$ cat config.mk
export PLATFORM = sky130hd
export DESIGN_NAME = rom_loader
export DESIGN_NICKNAME = d
export VERILOG_FILES = /design/src/rtl/rom_loader.sv
export SDC_FILE = /design/constraint.sdc
export NUM_CORES = 1
export LEC_CHECK = 0
export BUFFER_PORTS_ARGS = -buffer_cell sky130_fd_sc_hd__buf_2
export CAP_MARGIN = 20
export CORE_MARGIN = 4
export CORE_UTILIZATION = 45
export CTS_BUF_LIST = sky130_fd_sc_hd__clkbuf_4
export CTS_CLUSTER_DIAMETER = 80
export DETAILED_ROUTE_END_ITERATION = 7
export GPL_ROUTABILITY_DRIVEN = 0
export GPL_TIMING_DRIVEN = 0
export PLACE_DENSITY = 0.78
export SYNTH_ARGS = -nofsm -noshare
export SYNTH_HDL_FRONTEND = slang
export SYNTH_SLANG_ARGS = --single-unit
$ cat constraint.sdc
create_clock -name clock -period 2.43 [get_ports clock]
set_input_delay 0.1215 -clock clock [delete_from_list [all_inputs] [get_ports clock]]
set_output_delay 0.1215 -clock clock [all_outputs]
set_load 0.01 [all_outputs]
$ cat src/rtl/rom_loader.sv
// Byte-stream image loader: packs bytes little-endian into DW-bit words and
// writes them from address 0 into a back-pressured memory write port.
module rom_loader #(
   parameter int AW = 16,
   parameter int DW = 8
) (
   input  logic          clock,
   input  logic          reset_n,
   input  logic          start,
   input  logic          dl_valid,
   input  logic [7:0]    dl_data,
   input  logic          dl_last,
   output logic          dl_ready,
   output logic          mem_we,
   output logic [AW-1:0] mem_addr,
   output logic [DW-1:0] mem_din,
   input  logic          mem_ready,
   output logic          busy,
   output logic          done,
   output logic          overflow,
   output logic [AW:0]   word_count,
   output logic [7:0]    checksum
);

   localparam int BPW = DW / 8;
   localparam int LW  = (BPW > 1) ? $clog2(BPW) : 1;

   typedef enum logic [2:0] {S_IDLE, S_LOAD, S_WRITE, S_DRAIN, S_DONE} state_t;

   state_t        state_q, state_d;
   logic [LW-1:0] lane_q, lane_d;
   logic [DW-1:0] pack_q, pack_d;
   logic [AW:0]   ptr_q, ptr_d;
   logic [7:0]    csum_q, csum_d;
   logic          last_q, last_d;
   logic          ovf_q, ovf_d;
   logic          dl_ready_q, mem_we_q, busy_q, done_q;
   logic          xfer, word_end;

   assign xfer     = dl_valid & dl_ready_q;
   assign word_end = (lane_q == LW'(BPW - 1)) | dl_last;

   always_comb begin
      state_d = state_q;
      lane_d  = lane_q;
      pack_d  = pack_q;
      ptr_d   = ptr_q;
      csum_d  = csum_q;
      last_d  = last_q;
      ovf_d   = ovf_q;
      case (state_q)
         S_LOAD: begin
            if (xfer) begin
               csum_d = csum_q + dl_data;
               for (int i = 0; i < BPW; i++) begin
                  if (lane_q == LW'(i)) pack_d[8*i +: 8] = dl_data;
               end
               lane_d = lane_q + 1'b1;
               if (word_end) begin
                  last_d = dl_last;
                  // The pointer has walked past the top word: image does not fit.
                  if (ptr_q[AW]) begin
                     ovf_d   = 1'b1;
                     lane_d  = '0;
                     pack_d  = '0;
                     state_d = dl_last ? S_DONE : S_DRAIN;
                  end else begin
                     state_d = S_WRITE;
                  end
               end
            end
         end
         S_WRITE: begin
            if (mem_ready) begin
               ptr_d   = ptr_q + 1'b1;
               lane_d  = '0;
               pack_d  = '0;
               state_d = last_q ? S_DONE : S_LOAD;
            end
         end
         S_DRAIN: begin
            if (xfer) begin
               csum_d = csum_q + dl_data;
               if (dl_last) state_d = S_DONE;
            end
         end
         default: ;
      endcase
      // start wins over any same-cycle byte transfer or write acceptance
      if (start) begin
         state_d = S_LOAD;
         lane_d  = '0;
         pack_d  = '0;
         ptr_d   = '0;
         csum_d  = '0;
         last_d  = 1'b0;
         ovf_d   = 1'b0;
      end
   end

   always_ff @(posedge clock or negedge reset_n) begin
      if (!reset_n) begin
         state_q    <= S_IDLE;
         lane_q     <= '0;
         pack_q     <= '0;
         ptr_q      <= '0;
         csum_q     <= '0;
         last_q     <= 1'b0;
         ovf_q      <= 1'b0;
         dl_ready_q <= 1'b0;
         mem_we_q   <= 1'b0;
         busy_q     <= 1'b0;
         done_q     <= 1'b0;
      end else begin
         state_q    <= state_d;
         lane_q     <= lane_d;
         pack_q     <= pack_d;
         ptr_q      <= ptr_d;
         csum_q     <= csum_d;
         last_q     <= last_d;
         ovf_q      <= ovf_d;
         dl_ready_q <= (state_d == S_LOAD) || (state_d == S_DRAIN);
         mem_we_q   <= (state_d == S_WRITE);
         busy_q     <= (state_d == S_LOAD) || (state_d == S_WRITE) || (state_d == S_DRAIN);
         done_q     <= (state_d == S_DONE);
      end
   end

   assign dl_ready   = dl_ready_q;
   assign mem_we     = mem_we_q;
   assign mem_addr   = ptr_q[AW-1:0];
   assign mem_din    = pack_q;
   assign busy       = busy_q;
   assign done       = done_q;
   assign overflow   = ovf_q;
   assign word_count = ptr_q;
   assign checksum   = csum_q;

endmodule

==> results.cfg, run 1 <==
[placement]
hpwlAfterDp_um = 4300
io_buffers = 67
dpl.cell_count = 395

[sta]
finalSetupTns_ns = 0
fmax_mhz = 456
tightest_slew_ns = 0.525
rsz0062_at_grt = false
fin_crit_sh = 0.903
min_period_ns = 2.19
clock_skew_ns = 0.0110
final-setup-viol-count = 0
relSlewSlack = 0.647
final_hold_viol_count = 0
drv_slew = 0

[die]
die_w_um = 84.1
fp.dieArea_sq_mm = 0.00706
placementRows = 27
core-area_sq_mm = 0.00557
ios = 68
die_h_um = 84.1
initial_core_util = 0.467

[worst_setup_path]
cp_max_fo = 3
reg2regPathDepth = 7
r2r_start = checksum[0]
cp-end-kind = flop
start_kind = flop
crit_chain = ha_1 > fa_1 > a211oi_1 > o21bai_1 > a21oi_1 > nor4_1 > a221o_1
r2r-end = checksum[6]
r2r_slack_ns = 0.24
critPathKind = flop to flop
cp_slowest_cell = fa_1
critPathMaxStageDelay_ns = 0.43
arrival_ns = 2.44
crit_required_ns = 2.68

[synth]
synth_fa_ha_area_frac = 0.0462
syn_area_per_cell_sq_um = 10.2
synthMuxAreaShare = 0.0466
synth_simple_gate_area_share = 0.222
syn_nets = 279
synthArstFlopShare = 1.00
ys_ff_latch = 43
synth_top_family_by_area = simple AND/OR/NAND/NOR gates
ys_types = 60
syn-cell-area_sq_mm = 0.00260
synth.area.top_cells = dfrtp_1 (41%), nor2_1 (4.9%), buf_4 (4.6%)
yosys.area.top_type = dfrtp_1
syn_inst = 256
ys_seq_area_frac = 0.413
synth-edff-count = 0
synth-compound-area-share = 0.131
synth-main-ff-cell = dfrtp_1
synth_xor_area_frac = 0.0505
yosysTopAreaCellShare = 0.413
synth_warnings = 0

[final_layout]
antenna_cells = 0
nNetsFinal = 355
fill_cells = 509
fin_cells = 404
layout_commonest_cell = buf_2
regArea_sq_mm = 0.00108
area_growth_pct = 19.3
utilization = 0.557
mostFrequentLayoutCells = buf_2 (68), dfrtp_1 (43), nor2_1 (34), nand2_1 (18), buf_4 (16)
multiInputGateArea_sq_mm = 0.00129
drive_above_1_share = 0.349

[hold_path]
min_to = mem_din[2]
min_from = dl_data[2]
hold_class = input port to flop
whs_path_depth = 3

[global_route]
antenna_found_initial = 0
grt_max_degree = 44
grt_overflow = 0
grt_pass1_vias = 2061
grt_pass1_wl_um = 9870
grt_util_all_layers = 0.170

[job]
cap_viol_max_count = 0

[clocking]
clk_path_buf_depth = 2
cts_root_buf = clkbuf_4
htreeDepth = 2
cts_resized = 0
path_clk_slew_ns = 0.12
clock_sinks = 43
cts_buffers = 5
clkLatencyLatePin_ns = 0.36
tritoncts = done

[detailed_routing]
drc_errors = 0
drt-total-wl_um = 5810
num_vias = 2158
drtIter0Drc = 109
via_per_inst = 5.34
firstDrtPassIters = 4
antenna_left = 0
post_drt_wl_per_cell_um = 14.4

[power_and_ir_drop]
p_per_area_mw_per_mm2 = 749
p_leak_nw = 1.59
ir_drop_mv = 0.389

[outcome]
status = completed
## per-layer routing
metal	share of wire	global-route usage	routed length (um)
met5	0	0	0
met4	0.019	0.0614	109
met3	0.044	0.0385	255
met2	0.49	0.275	2860
met1	0.45	0.223	2590
## what timing repair did
item	CTS	global route
hold buffers	1	0
hold endpoints to repair	43	0
setup buffers	0	0
## worst max-delay path, delay by kind of cell, from the launching register on
kind,cells,cell delay (ns)
DFF,1,0.41
AOI/OAI and AO/OA,4,0.94
and+or+nand+nor,1,0.07
adders and majority gates,2,0.66
## cell type report
class / instances / share of cell area
Multi-Input combinational cell: 181 / 0.416
Sequential cell: 43 / 0.347
Timing Repair Buffer: 69 / 0.118
Buffer: 26 / 0.0681
Tap cell: 72 / 0.0290
Clock buffer: 5 / 0.0121
Inverter: 6 / 0.00726
Clock inverter: 2 / 0.00282
## worst max path at each step
stage                startpoint     endpoint  slack [ns]  depth (start not counted)
global route        checksum[0]  checksum[6]         0.1                          7
detailed placement  checksum[0]  checksum[6]        0.30                          7
finish              checksum[0]  checksum[6]        0.24                          7
global placement    checksum[0]  checksum[6]        0.30                          7
CTS                 checksum[0]  checksum[6]        0.24                          7
floorplan           checksum[0]  checksum[6]        0.42                          7
## cells by family after synthesis
kind of cell    after synthesis
simple gates                 97
fa+ha+maj                     9
buf+inv                      32
mux                          12
compound gates               48
flops                        43
xor+xnor                     15
## power by group
group          leakage, nW  total (mW)  switching [mW]  internal, mW
logic                0.981        1.06           0.589         0.469
clock network       0.0285       0.327           0.225         0.103
registers            0.579       0.940           0.106         0.834
## cell usage after synthesis, types with 3 or more instances
library cell  number
dfrtp_1           43
nor2_1            34
nand2_1           18
buf_4             16
a21oi_1           13
mux2i_1           11
xor2_1             9
ha_1               8
xnor2_1            6
inv_1              5
nand3_1            5
o21bai_1           5
a21o_1             4
a31oi_1            4
o21ai_0            4
a211oi_1           3
and4_1             3
clkbuf_8           3
nand4_1            3
nor2b_1            3
nor3_1             3
nor3b_1            3
nor4_2             3
## registers in the layout, summed over array words and instances, names as in the netlist, 3 cells and up
| signal | count |
|---|---|
| checksum | 8 |
| word_count | 17 |
| state_q | 3 |
| mem_din | 8 |
## per-stage QoR
stage / hold slack (ns) / worst slack, ns / cell area [sq um] / power, mW
2_1_floorplan: -0.174 / 0.423 / 2600 / 1.72
3_3_place_gp: 0.322 / 0.301 / 3030 / 1.97
3_5_place_dp: 0.329 / 0.303 / 3030 / 2.01
4_1_cts: 0.0129 / 0.244 / 3080 / 2.34
5_1_grt: 0.0312 / 0.0983 / 3100 / 2.50
6_report: 0.0215 / 0.236 / 3100 / 2.33
(Power assumes the default switching activity.)
==> run 2: changes to the inputs <==
==> config.mk (replaced) <==
export PLATFORM = sky130hd
export DESIGN_NAME = rom_loader
export DESIGN_NICKNAME = d
export VERILOG_FILES = /design/src/rtl/rom_loader.sv
export SDC_FILE = /design/constraint.sdc
export NUM_CORES = 1
export LEC_CHECK = 0
export CAP_MARGIN = 20
export CORE_MARGIN = 4
export CORE_UTILIZATION = 45
export CTS_BUF_LIST = sky130_fd_sc_hd__clkbuf_4
export CTS_CLUSTER_DIAMETER = 80
export DETAILED_ROUTE_END_ITERATION = 7
export DONT_BUFFER_PORTS = 1
export GPL_ROUTABILITY_DRIVEN = 0
export GPL_TIMING_DRIVEN = 0
export PLACE_DENSITY = 0.68
export SYNTH_ARGS = -nofsm -noshare
export SYNTH_HDL_FRONTEND = slang
export SYNTH_SLANG_ARGS = --single-unit
==> results.cfg, run 2 (same netlist as run 1, synthesis figures left out) <==
[outcome]
status = completed

[worst_setup_path]
arrival_ns = 2.39
reg2regPathDepth = 7
cp-end-kind = flop
crit_required_ns = 2.66
cp.depth = 7
path_buf_inv = 0
critPathKind = flop to flop
cp_max_fo = 3
cp_slowest_cell = dfrtp_1
start_kind = flop
critPathTopFamily = compound AO/OA/AOI/OAI gates
critPathMaxStageDelay_ns = 0.46
crit_chain = ha_1 > fa_1 > a211oi_2 > o21bai_1 > a21oi_1 > nor4_1 > a221o_1

[hold_path]
whs_path_depth = 2
hold_class = input port to flop

[clocking]
cts_root_buf = clkbuf_4
clk_path_buf_depth = 2
path_clk_slew_ns = 0.13
htreeDepth = 2
clock_sinks = 43
cts_buffers = 5
clkLatencyLatePin_ns = 0.35
post_cts_buffers = 0
tritoncts = done

[detailed_routing]
num_vias = 1905
antenna_left = 0
drtIter0Drc = 70
via_per_inst = 5.51
drc_errors = 0
firstDrtPassIters = 4
drt-total-wl_um = 5700
post_drt_wl_per_cell_um = 16.5

[die]
die_h_um = 84.1
core-area_sq_mm = 0.00557
die_w_um = 84.1
fp.dieArea_sq_mm = 0.00706
placementRows = 27
initial_core_util = 0.467
ios = 68

[power_and_ir_drop]
ir_drop_mv = 0.505
p_leak_nw = 1.29
p_per_area_mw_per_mm2 = 791

[job]
cap_viol_max_count = 0

[sta]
min_period_ns = 2.15
tightest_slew_ns = 0.518
setup_slack_ns = 0.277
fmax_mhz = 464
finalSetupTns_ns = 0
final-setup-viol-count = 0
rsz0062_at_grt = false
relSlewSlack = 0.652
final_hold_viol_count = 0
fin_crit_sh = 0.886
drv_slew = 0
clock_skew_ns = 0.0138

[final_layout]
largest_reg_flops = 17
utilization = 0.514
area_growth_pct = 10.2
drive_above_1_share = 0.182
antenna_cells = 0
layout_commonest_cell = dfrtp_1
nNetsFinal = 296
fill_cells = 519
mostFrequentLayoutCells = dfrtp_1 (43), nor2_1 (34), nand2_1 (18), buf_4 (16), a21oi_1 (13)

[global_route]
grt_max_degree = 44
grt_overflow = 0
antenna_found_initial = 0
grt_pass1_wl_um = 9560
grt_pass1_vias = 1910
grt_util_all_layers = 0.165

[placement]
dp_worst_setup_slack_ns = 0.247
io_buffers = 0
hpwlAfterDp_um = 4010
-- run 2: cell count changes in the layout (fill, tap and decap cells not counted) --
cell / before / now
buf_2: 68 / 1
dlygate4sd3_1: 1 / 9
a211oi_1: 3 / 2
a211oi_2: 0 / 1
buf_12: 1 / 0
buf_16: 0 / 1
clkbuf_4: 5 / 6
clkinv_1: 1 / 2
clkinv_2: 1 / 0
-- run 2: worst register-to-register path: cells and delay by family (launching register included) --
| kind | cells | cell delay (ns) |
|---|---|---|
| AND/OR/NAND/NOR | 1 | 0.07 |
| AO/OA/AOI/OAI | 4 | 0.81 |
| adder cells (fa/ha/maj) | 2 | 0.69 |
| flip-flops | 1 | 0.46 |
-- run 2: repair_timing --
action                     CTS  global route
hold endpoints to repair    51             0
hold buffers                10             0
gates resized for setup      0             1
setup endpoints to repair    0             1
-- run 2: cell type report --
class / instances / area [sq um] / share of cell area
multi-input combinational: 181 / 1300 / 0.452
sequential: 43 / 1080 / 0.375
buffer: 26 / 211 / 0.0737
timing repair buffer: 10 / 118 / 0.0410
tap: 72 / 90.1 / 0.0314
clock buffer: 6 / 45.0 / 0.0157
inverter: 6 / 22.5 / 0.00785
clock inverter: 2 / 7.51 / 0.00262
-- run 2: metrics by stage --
stage | hold WS, ns | cells | total power, mW | area (sq um)
finish | 0.0153 | 346 | 2.27 | 2870
global route | 0.00631 | 346 | 2.44 | 2870
CTS | 0.00909 | 346 | 2.29 | 2860
detailed placement | -0.173 | 328 | 1.90 | 2690
global placement | -0.173 | 328 | 1.88 | 2690
floorplan | -0.174 | 256 | 1.72 | 2600
-- run 2: worst paths after layout --
check / slack, ns / start / end
worst max-delay path: 0.28 / checksum[0] / checksum[6]
worst min-delay path: 0.02 / start / state_q[1]
worst max register to register: 0.28 / checksum[0] / checksum[6]
worst min register to register: 0.61 / overflow / overflow
max in group asynchronous: 1.97 / reset_n / checksum[4]
min in group asynchronous: 0.25 / reset_n / overflow
-- run 2: per-layer routing --
layer	GRT usage	routed length, um
met5	0	0
met4	0.0424	75
met3	0.0444	325
met2	0.265	2740
met1	0.219	2550
-- run 2: power breakdown --
group	switching, mW	internal, mW
Clock	0.233	0.119
Sequential	0.165	0.834
Combinational	0.503	0.416
Total	0.901	1.37
